==> src/rtl/cpu6502_interrupt_controller_if.sv <==
// Handshake between the 6502 microcode sequencer (master) and the interrupt controller (slave).
// Carries the I flag, the ack/vector-fetch strobes and the prioritised request with its vector.
interface cpu6502_interrupt_controller_if;
  logic       iFlag;
  logic       intAck;
  logic       vectorFetch;
  logic       intRequest;
  logic [1:0] intType;
  logic [7:0] vectorLow;
  logic       busy;

  modport master (
    output iFlag, intAck, vectorFetch,
    input  intRequest, intType, vectorLow, busy
  );

  modport slave (
    input  iFlag, intAck, vectorFetch,
    output intRequest, intType, vectorLow, busy
  );
endinterface

==> src/rtl/cpu6502_interrupt_controller.sv <==
// Prioritised RESET/NMI/IRQ sequencer for the 6502 core, with NMI hijack of an in-progress IRQ.
// Define CPU6502_IRQ_EDGE_MODE_EN to add per-channel edge-triggered IRQs with software clear.
module cpu6502_interrupt_controller #(
  parameter int IRQ_CHANNELS = 4,
  parameter int SYNC_STAGES  = 2
) (
  input  logic                    clock,
  input  logic                    nReset,
  input  logic                    enable,
  input  logic                    nNMI,
  input  logic [IRQ_CHANNELS-1:0] irqIn,
  input  logic                    maskWrite,
  input  logic [IRQ_CHANNELS-1:0] maskData,
`ifdef CPU6502_IRQ_EDGE_MODE_EN
  input  logic [IRQ_CHANNELS-1:0] irqEdgeMode,
  input  logic [IRQ_CHANNELS-1:0] irqClear,
`endif
  output logic [2:0]              irqChannel,
  output logic [IRQ_CHANNELS-1:0] irqMask,
  cpu6502_interrupt_controller_if.slave core
);

  typedef enum logic [1:0] {
    RESET_PEND = 2'd0,
    IDLE       = 2'd1,
    SERVICE    = 2'd2
  } state_t;

  localparam logic [1:0] TYPE_NONE  = 2'd0;
  localparam logic [1:0] TYPE_IRQ   = 2'd1;
  localparam logic [1:0] TYPE_NMI   = 2'd2;
  localparam logic [1:0] TYPE_RESET = 2'd3;

  state_t stateReg, stateNext;

  logic [SYNC_STAGES-1:0]                   nmiSyncReg;
  logic [SYNC_STAGES-1:0][IRQ_CHANNELS-1:0] irqSyncReg;
  logic                                     nmiPrevReg;
  logic                                     nmiLatchReg;
  logic [IRQ_CHANNELS-1:0]                  irqMaskReg;

  logic                    sNmi;
  logic [IRQ_CHANNELS-1:0] sIrq;
  logic [IRQ_CHANNELS-1:0] irqSource;
  logic [IRQ_CHANNELS-1:0] irqMasked;
  logic                    irqActive;
  logic                    nmiEdge;
  logic                    nmiCommit;

  logic       intRequestNext;
  logic [1:0] intTypeNext;
  logic [7:0] vectorLowNext;
  logic       busyNext;

  // Synchronisers; stage 0 samples the pins, the last stage feeds the logic.
  always_ff @(posedge clock or negedge nReset) begin
    if (!nReset) begin
      nmiSyncReg <= '1;
      irqSyncReg <= '0;
    end else if (enable) begin
      nmiSyncReg[0] <= nNMI;
      irqSyncReg[0] <= irqIn;
      for (int i = 1; i < SYNC_STAGES; i++) begin
        nmiSyncReg[i] <= nmiSyncReg[i-1];
        irqSyncReg[i] <= irqSyncReg[i-1];
      end
    end
  end

  assign sNmi    = nmiSyncReg[SYNC_STAGES-1];
  assign sIrq    = irqSyncReg[SYNC_STAGES-1];
  assign nmiEdge = nmiPrevReg & ~sNmi;

`ifdef CPU6502_IRQ_EDGE_MODE_EN
  logic [IRQ_CHANNELS-1:0] irqPrevReg;
  logic [IRQ_CHANNELS-1:0] irqPendReg;

  // A fresh rising edge beats a simultaneous clear so no event is lost.
  always_ff @(posedge clock or negedge nReset) begin
    if (!nReset) begin
      irqPrevReg <= '0;
      irqPendReg <= '0;
    end else if (enable) begin
      irqPrevReg <= sIrq;
      irqPendReg <= irqEdgeMode & ((sIrq & ~irqPrevReg) | (irqPendReg & ~irqClear));
    end
  end

  for (genvar gi = 0; gi < IRQ_CHANNELS; gi++) begin : gIrqSource
    assign irqSource[gi] = irqEdgeMode[gi] ? irqPendReg[gi] : sIrq[gi];
  end
`else
  assign irqSource = sIrq;
`endif

  assign irqMasked = irqSource & irqMaskReg;
  assign irqActive = (|irqMasked) & ~core.iFlag;

  always_comb begin
    irqChannel = 3'd0;
    for (int i = IRQ_CHANNELS - 1; i >= 0; i--) begin
      if (irqMasked[i]) irqChannel = 3'(i);
    end
  end

  always_ff @(posedge clock or negedge nReset) begin
    if (!nReset) begin
      stateReg    <= RESET_PEND;
      nmiPrevReg  <= 1'b1;
      nmiLatchReg <= 1'b0;
      irqMaskReg  <= '1;
    end else if (enable) begin
      stateReg    <= stateNext;
      nmiPrevReg  <= sNmi;
      nmiLatchReg <= nmiEdge | (nmiLatchReg & ~nmiCommit);
      if (maskWrite) irqMaskReg <= maskData;
    end
  end

  // In SERVICE the type is re-read from nmiLatch every cycle, so an NMI that
  // lands before vectorFetch hijacks the IRQ vector.
  always_comb begin
    stateNext      = stateReg;
    intRequestNext = 1'b0;
    intTypeNext    = TYPE_NONE;
    busyNext       = 1'b0;
    nmiCommit      = 1'b0;
    case (stateReg)
      RESET_PEND: begin
        intRequestNext = 1'b1;
        intTypeNext    = TYPE_RESET;
        if (core.vectorFetch) stateNext = IDLE;
      end
      IDLE: begin
        intRequestNext = nmiLatchReg | irqActive;
        if (nmiLatchReg)    intTypeNext = TYPE_NMI;
        else if (irqActive) intTypeNext = TYPE_IRQ;
        if (core.intAck && intRequestNext) begin
          if (core.vectorFetch) nmiCommit = nmiLatchReg;
          else                  stateNext = SERVICE;
        end
      end
      SERVICE: begin
        busyNext    = 1'b1;
        intTypeNext = nmiLatchReg ? TYPE_NMI : TYPE_IRQ;
        if (core.vectorFetch) begin
          nmiCommit = nmiLatchReg;
          stateNext = IDLE;
        end
      end
      default: stateNext = RESET_PEND;
    endcase
  end

  always_comb begin
    case (intTypeNext)
      TYPE_NMI:   vectorLowNext = 8'hFA;
      TYPE_RESET: vectorLowNext = 8'hFC;
      default:    vectorLowNext = 8'hFE;
    endcase
  end

  assign core.intRequest = intRequestNext;
  assign core.intType    = intTypeNext;
  assign core.vectorLow  = vectorLowNext;
  assign core.busy       = busyNext;
  assign irqMask         = irqMaskReg;

endmodule

==> src/flat_wrapper.sv <==
// flat-port wrapper written by rule: the top's interface ports become plain ports
module cpu6502_interrupt_controller_flat 
#(
  parameter int IRQ_CHANNELS = 4,
  parameter int SYNC_STAGES  = 2
)
  (clock, nReset, enable, nNMI, irqIn, maskWrite, maskData, irqChannel, irqMask, core_iFlag, core_intAck, core_vectorFetch, core_intRequest, core_intType, core_vectorLow, core_busy);
  cpu6502_interrupt_controller_if core_i ();
  input  logic clock;
  input  logic nReset;
  input  logic enable;
  input  logic nNMI;
  input  logic [IRQ_CHANNELS-1:0] irqIn;
  input  logic maskWrite;
  input  logic [IRQ_CHANNELS-1:0] maskData;
  output logic [2:0] irqChannel;
  output logic [IRQ_CHANNELS-1:0] irqMask;
  input wire logic [$bits(core_i.iFlag)-1:0] core_iFlag;
  input wire logic [$bits(core_i.intAck)-1:0] core_intAck;
  input wire logic [$bits(core_i.vectorFetch)-1:0] core_vectorFetch;
  output wire logic [$bits(core_i.intRequest)-1:0] core_intRequest;
  output wire logic [$bits(core_i.intType)-1:0] core_intType;
  output wire logic [$bits(core_i.vectorLow)-1:0] core_vectorLow;
  output wire logic [$bits(core_i.busy)-1:0] core_busy;
  assign core_i.iFlag = core_iFlag;
  assign core_i.intAck = core_intAck;
  assign core_i.vectorFetch = core_vectorFetch;
  assign core_intRequest = core_i.intRequest;
  assign core_intType = core_i.intType;
  assign core_vectorLow = core_i.vectorLow;
  assign core_busy = core_i.busy;
  cpu6502_interrupt_controller #(.IRQ_CHANNELS(IRQ_CHANNELS), .SYNC_STAGES(SYNC_STAGES)) u_core (.clock(clock), .nReset(nReset), .enable(enable), .nNMI(nNMI), .irqIn(irqIn), .maskWrite(maskWrite), .maskData(maskData), .irqChannel(irqChannel), .irqMask(irqMask), .core(core_i));
endmodule
==> config.mk <==
export PLATFORM = sky130hd
export DESIGN_NAME = cpu6502_interrupt_controller_flat
export DESIGN_NICKNAME = d
export VERILOG_FILES = /design/src/rtl/cpu6502_interrupt_controller_if.sv /design/src/rtl/cpu6502_interrupt_controller.sv /design/src/flat_wrapper.sv
export SDC_FILE = /design/constraint.sdc
export NUM_CORES = 1
export LEC_CHECK = 0
export ABC_AREA = 1
export ABC_CLOCK_PERIOD_IN_PS = 3930
export BUFFER_PORTS_ARGS = -buffer_cell sky130_fd_sc_hd__buf_2
export CAP_MARGIN = 20
export CORE_ASPECT_RATIO = 0.7
export CORE_UTILIZATION = 47
export DETAILED_ROUTE_END_ITERATION = 10
export PLACE_DENSITY = 0.75
export SLEW_MARGIN = 20
export SYNTH_ARGS = -nofsm -noshare
export SYNTH_HDL_FRONTEND = slang
export SYNTH_SLANG_ARGS = --single-unit
==> constraint.sdc <==
create_clock -name clock -period 3.93 [get_ports clock]
set_input_delay 0.786 -clock clock [delete_from_list [all_inputs] [get_ports clock]]
set_output_delay 0.786 -clock clock [all_outputs]
set_load 0.01 [all_outputs]
Word-level counts from Yosys, hierarchy flattened
Cells that the tools add are included.

Bits in registers: 18. Input port bits: 16. Output and inout bits: 19. Logic and storage cells: 47.

Equality and inequality tests: 7. Multiplexer cells: 18. Bitwise operators: 9. Reduce and logical (&&, ||, !) cells: 6.

Operator list (count): 2-to-1 mux 2 bit (9); == test 2 bit (second input constant) (3); one-hot mux 2 bit (3 select lines) (1); one-hot mux 3 bit (2 select lines) (1); bitwise AND 4 bit (1); 2-to-1 mux 1 bit (4); inequality test 2 x 1 -> 1 bit (second input constant) (2); one-hot mux 1 bit (2 select lines) (2); one-hot mux 2 bit (2 select lines) (1); AND reduction 4 bit (1); OR reduction 4 bit (1); bitwise AND 1 bit (3); NOT 1 bit (3); == test 2 x 1 -> 1 bit (second input constant) (1); zero test 2 bit (1); inequality test 2 bit (second input constant) (1); OR 1 bit (2); AND reduction 2 bit (1); OR reduction 2 bit (1); logical AND 1 bit (1).

Logic depth before layout (Yosys ltp)
Gate-level depths: netlist (run 1).

Word-level depth: 10. Depth in mapped cells: 9. Mapped depth without buffers: 9.

Worst setup path after synthesis (run 1)
No wires, ideal clock.

Kind: flip-flop to output port. Start: reg u_core.stateReg[0]. End: out core_vectorLow[2]. Arrival time: 1234 ps. Data required time: 3144 ps. Path slack: 1910 ps. Cell stages (with the launch flop): 7. Buffers on the path: 0. Path through: dfrtp_1 > inv_1 > ha_1 > nor2_1 > nor2_1 > a21oi_1 > nand2_1.

Word-level cells in the longest chain between the ends: 4. Elaborated cells on any way between the ends: 7. Those cells by class: eq/ne: 4; mux: 2; reduce/logical: 1.

RTL lines: from (decl) (RTL line cpu6502_interrupt_controller.sv:34) `state_t stateReg, stateNext;`; from (signal assigned) (RTL line cpu6502_interrupt_controller.sv:113) `stateReg <= stateNext;`; == test 2 bit (tied with other cells) (RTL line cpu6502_interrupt_controller.sv:128) `case (stateReg)`; one-hot mux 2 bit (3 select lines) (*) (RTL line cpu6502_interrupt_controller.sv:128); == test 2 bit (RTL line cpu6502_interrupt_controller.sv:156) `case (intTypeNext)`; one-hot mux 3 bit (2 select lines) (*) (RTL line cpu6502_interrupt_controller.sv:156); to (decl) (RTL line flat_wrapper.sv:23) `output wire logic [$bits(core_i.vectorLow)-1:0] core_vectorLow;`.

Mark *: on every way between the ends. The rest lies on a longest branch, timed or not.

Worst setup path in the final report (run 1)
Same ends and word-level chain as after synthesis.

==> results.md, run 1 <==
* Critical Path Sink Type: output port
* Run status: finished with violations
* Overall fraction of global-route tracks in use at 17.30%
* Yosys warns at 0
* Setup tns final at 0 ps
* First-pass GRT wire length at 2946 um
* Synthesis-to-layout area growth at 15.19%
* Clock share of power at 17.3%
* Worst-path clk slew at 100 ps
* Core area at 1952 um^2
* Syn Std Cell Area at 1030 um^2
* Setup Viol. Count Final at 0
* Vias per inst at 4.784
* Internal power component at 385.7 uW
* HPWL Detailed at 1475 um
* Worst EP required at 3140 ps
* Power density over the cells at 538.1 nW/um^2
* NetSw at 252.5 uW
* Die Wd at 57.95 um
* Filler Cells Inserted at 174
* Max cap viols at 0
* Seq/Total Area, Yosys at 44.59%
* Later-pin clock latency in the skew report at 280 ps
* Max-slew violations at 0
* Switching part of the total power at 39.56%
* Place WS at 1717 ps
* Final wirelength at 1821 um
* Setup ws final at 1383 ps
* Critical Path AT at 1760 ps
* Hold WC Path Type: in -> async
* Vias in the first global route at 706
* Cells after Synth at 122
* Worst ir drop on vdd at 0.2330 mV
* Type of element launching the critical path: flop
* Die area at 2385 um^2
* Antenna-violating nets left at 0
* Post-CTS sizing at 0
* Clk buf depth at 2
* Tmin final at 2547 ps
* Hold Fails Final Rpt at 0
* Via count at 818
* CTS tree: done
* Initial antenna violation count at 0
* Global route total overflow at 0
* Fraction of final layout cells sized beyond drive strength 1 at 33.56%
* Post-CTS Setup Bufs at 0
* Largest net degree at the start of global routing at 19
* Htree depth at 1
* Hold slack at 403.7 ps
* Finished Core Util at 60.77%
* Vert. Die Dim at 41.16 um
* CTS buffer count at 3
* Commonest non-fill, non-tap cells in the layout: nand2_1, buf_2, inv_1
* Count of different cell masters after synthesis at 21
* Maximum clock frequency at 392.6 MHz
* Dpl cells at 167
* Skew final at 2.649 ps
* Initial DRC Count at 34
* DRC viols at 3
* Crit-path max FO at 6
* Combinational share of power at 43.7%
* Port buffer count at 27
* Average size of a mapped cell at 8.440 um^2
* CTS root buffer: clkbuf_4
* GPL Wtd Cong at 0.7970
* CTS sink cnt at 18
* DR pass1 iterations at 9
* Starting Density at 52.76%
* Count of non-filler cells in the finished layout at 171
* Layout Nets at 173
* ANT cells at 0
* Row Count at 13
* Top-Level Pins at 35
* Unrepaired setup endpoints after global routing: false
* #FFs+latches synth at 18
* Crit path kind: reg -> out
* Failing checks: design-rule violations
* Reg power frac at 39.1%
* Hold_buf cts at 0
* Drt wl/cell at 10.65 um
* Period utilisation layout at 64.82%
* Leakage dissipation at 0.0006465 uW
cell type report:
| cell class | instances | area (um^2) | share of cell area [%] |
|---|---|---|---|
| clock buffer | 4 | 36.28 | 3.059 |
| inverter | 16 | 60.06 | 5.063 |
| multi-input combinational | 84 | 467.9 | 39.45 |
| sequential | 18 | 459.2 | 38.71 |
| tap | 22 | 27.53 | 2.321 |
| timing repair buffer | 27 | 135.1 | 11.39 |
routing by layer:
metal | share of wire [%] | track usage (%)
met5 | 0 | 0
met4 | 1.0 | 7.143
met3 | 6.0 | 4.101
met2 | 46 | 31.32
met1 | 47 | 20.66
worst max-delay path: stages, from the launching register on:
cell and delay (ps):
dfrtp_1 460, inv_1 120, ha_1 280, nor2_1 180
nor2_1 60, a21oi_1 180, nand2_1 70, buf_2 140
path summary, 6_finish.rpt:
check / from / endpoint / slack, ps / cells after the start
setup / recovery: u_core.stateReg[0] / core_vectorLow[2] / 1380 / 7
hold / removal: nReset / u_core.irqSyncReg[1] / 400 / 1
setup reg to reg: u_core.stateReg[0] / u_core.stateReg[0] / 2360 / 8
hold reg to reg: u_core.nmiSyncReg[0] / u_core.nmiSyncReg[0] / 470 / 2
max in group asynchronous: nReset / u_core.nmiPrevReg / 3210 / 1
min in group clock: u_core.nmiSyncReg[0] / u_core.nmiSyncReg[0] / 470 / 2
state kept, by name, indices dropped and copies added (netlist names):
signal,count
u_core.irqSyncReg,4
u_core.stateReg,2
u_core.nmiLatchReg,1
u_core.irqSource,4
u_core.irqMask,4
u_core.nmiPrevReg,1
u_core.nmiSyncReg,2
stage by stage:
step | area, um^2 | power (uW)
finish | 1186 | 638.3
detailed placement | 1150 | 529.4
global placement | 1150 | 511.7
global route | 1186 | 692.1
CTS | 1186 | 642.6
floorplan | 1049 | 435.1
synth_stat cells (all sizes together):
cell     n  share of area [%]
nand2   35                 15
inv     16                5.8
o21ai   13                6.7
dfrtp   11                 27
buf      8                5.6
nor2     8                2.9
dfstp    7                 18
ha       7                8.5
nand3    5                2.9
mux2     4                4.4
a21oi    3                1.5
conb     2               0.73
a21boi   1               0.73
clkbuf   1               0.36
nand4    1               0.61
power by group through the flow:
stage	Clock (uW)	Sequential, uW	Combinational, uW
2_1_floorplan	0	250	185
3_3_place_gp	0	250	262
3_5_place_dp	0	253	277
4_1_cts	115	249	278
5_1_grt	122	254	316
6_report	110	249	279
kinds of logic after synthesis:
logic type | share of synthesized area, %
muxes | 4.374
other | 0.7293
AOI/OAI and AO/OA | 8.869
DFF | 44.59
adders and majority gates | 8.505
and+or+nand+nor | 21.14
buffers and inverters | 11.79
No activity file was read; power rests on OpenSTA's default activity.
==> run 2: changes to the inputs <==
- ABC_CLOCK_PERIOD_IN_PS: 3930 -> 2200
- CORE_UTILIZATION: 47 -> 44
- PLACE_DENSITY: 0.75 -> 0.74
- clock period: 3.93 -> 2.2 ns (I/O delays scaled with it)
==> run 2 against run 1 <==
Compared with the run above: the flow now finishes without violations; sequential share of layout area decreased by 1.0 points; routed wire length increased by 0.38%; non-clock buffer count increased by 2; total power increased by 83%; largest cell class unchanged; first-iteration DRC count decreased by 15%.
==> results.md, run 2 (same netlist as run 1, synthesis figures left out) <==
* Met3 Wirelength at 96 um (was 109 um)
* Final instance area at 1221 um^2 (was 1186 um^2)
* CTS sink cnt at 18 (unchanged)
* Power density over the cells at 954.5 nW/um^2 (was 538.1 nW/um^2)
* Skew final at 4.325 ps (was 2.649 ps)
* Fraction of final layout cells sized beyond drive strength 1 at 36.42% (was 33.56%)
* Hold WC Path Type: in -> async (unchanged)
* ANT cells at 0 (unchanged)
* Worst r2r src: u_core.stateReg[1] (was u_core.stateReg[0])
* Final wirelength at 1828 um (was 1821 um)
* Vias per inst at 4.459 (was 4.784)
* Maximum clock frequency at 483.6 MHz
* Vias in the first global route at 794 (was 706)
* Max-slew violations at 0 (unchanged)
* Port buffer count at 27 (unchanged)
* Largest net degree at the start of global routing at 19 (unchanged)
* Vert. Die Dim at 42.48 um (was 41.16 um)
* Via count at 816 (was 818)
* CP top delay family: flip-flops (unchanged)
* Leakage dissipation at 0.0006558 uW (was 0.0006465 uW)
* Row Count at 14 (was 13)
* Tmin final at 2068 ps
* Type of element launching the critical path: flop (unchanged)
* Antenna-violating nets left at 0 (unchanged)
* DRC viols at 0 (was 3)
* GPL Wtd Cong at 0.7498 (was 0.7970)
* Starting Density at 47.41% (was 52.76%)
* Setup Viol. Count Final at 0 (unchanged)
* Top layer in use: met4 (unchanged)
* Worst r2r path cells at 8 (unchanged)
* HPWL Detailed at 1441 um (was 1475 um)
* Global route total overflow at 0 (unchanged)
* Die area at 2541 um^2 (was 2385 um^2)
* Critical Path Sink Type: output port (unchanged)
* First-pass GRT wire length at 3236 um (was 2946 um)
* Critical Path AT at 1630 ps (was 1760 ps)
* Commonest non-fill, non-tap cells in the layout: nand2_1, buf_2, inv_1 (unchanged)
* Filler Cells Inserted at 198 (was 174)
* CP max stage delay at 430 ps (was 460 ps)
* Cells along the critical path: inv_1, ha_1, nor2_2, nor2_1, a21oi_2, nand2_1, buf_2 (was inv_1, ha_1, nor2_1, nor2_1, a21oi_1, nand2_1, buf_2)
* CTS root buffer: clkbuf_4 (unchanged)
* Top-Level Pins at 35 (unchanged)
* Crit path buf inv count at 2 (unchanged)
* Run status: finished clean (was finished with violations)
* Overall fraction of global-route tracks in use at 17.00% (was 17.30%)
* Later-pin clock latency in the skew report at 280 ps (about the same)
* Met2 routed WL at 874 um (was 844 um)
* Hold_buf cts at 0 (unchanged)
* Synthesis-to-layout area growth at 18.59% (was 15.19%)
* Worst-path clk slew at 90 ps (was 100 ps)
* Initial DRC Count at 29 (was 34)
* Htree depth at 1 (unchanged)
* Max cap viols at 0 (unchanged)
* Crit-path max FO at 5 (was 6)
* R2R Setup Slk at 730 ps (was 2360 ps)
* Terminus of the critical flop-to-flop path: u_core.stateReg[1] (was u_core.stateReg[0])
* Initial antenna violation count at 0 (unchanged)
* CTS tree: done (unchanged)
* Hold slack at 63.66 ps (was 403.7 ps)
* Hold Fails Final Rpt at 0 (unchanged)
* Crit path kind: reg -> out (unchanged)
* Critical-path top delay cell: dfrtp_1 (unchanged)
* CTS buffer count at 3 (unchanged)
* Clk buf depth at 2 (unchanged)
* Finished Core Util at 56.22% (was 60.77%)
* Wl on met1 at 839 um (was 847 um)
* DR pass1 iterations at 4 (was 9)
* Drt wl/cell at 9.989 um (was 10.65 um)
* Core area at 2172 um^2 (was 1952 um^2)
* Period utilisation layout at 93.99%
* Worst ir drop on vdd at 0.4437 mV (was 0.2330 mV)
* Worst EP required at 1760 ps (was 3140 ps)
* Die Wd at 59.82 um (was 57.95 um)
* Layout Nets at 175 (was 173)
* Placed cell areas at 1162 um^2 (was 1150 um^2)
run 2: timing repair:
action / CTS / global route
resized for setup: 0 / 3
setup buffers: 0 / 2
endpoints found under the setup margin: 0 / 2
run 2: per-layer routing:
metal	up-vias	GRT usage, %
met5	-	0
met4	0	6.512
met3	2	5.247
met2	26	26.44
met1	368	22.02
li1	420	-
run 2: worst max-delay path by stage:
stage | startpoint | endpoint | slack (ps) | cells past startpoint
after floorplan | u_core.stateReg[0] | core_vectorLow[2] | 530 | 6
after global placement | u_core.stateReg[0] | core_vectorLow[2] | 440 | 7
after detailed placement | u_core.stateReg[0] | core_vectorLow[2] | 350 | 7
after CTS | u_core.stateReg[0] | core_vectorLow[2] | 20 | 7
after global routing | u_core.stateReg[1] | core_vectorLow[2] | -20 | 7
final | u_core.stateReg[1] | core_vectorLow[2] | 130 | 7
run 2: layout make-up:
type	count	area, um^2	share of cell area, %
multi-input combinational	84	474.2	38.83
sequential	18	460.4	37.70
timing repair buffer	29	150.1	12.30
inverter	16	60.06	4.918
tap	32	40.04	3.279
clock buffer	4	36.28	2.971
run 2: power breakdown:
| part | switching, uW | internal (uW) | leakage, uW |
|---|---|---|---|
| logic | 315 | 217 | 0.000427 |
| clock network | 90.7 | 101 | 0.0000210 |
| registers | 44.4 | 398 | 0.000208 |
run 2: per-stage QoR:
step | instances | power [uW] | worst slack [ps] | TNS [ps]
final | 183 | 1166 | 132.2 | 0
after global routing | 183 | 1270 | -16.64 | -16.64
after CTS | 181 | 1134 | 23.95 | 0
after detailed placement | 177 | 936.8 | 351.8 | 0
after global placement | 177 | 915.5 | 440.9 | 0
after floorplan | 127 | 777.2 | 526.4 | 0
run 2: worst register-to-register path, stage by stage (launching register included):
cell,delay (ps)
dfrtp_1,430
inv_1,110
ha_1,250
nor2_1,150
nor2_1,50
nor2_1,180
nand2_2,80
nand2_1,60
nand2_1,60
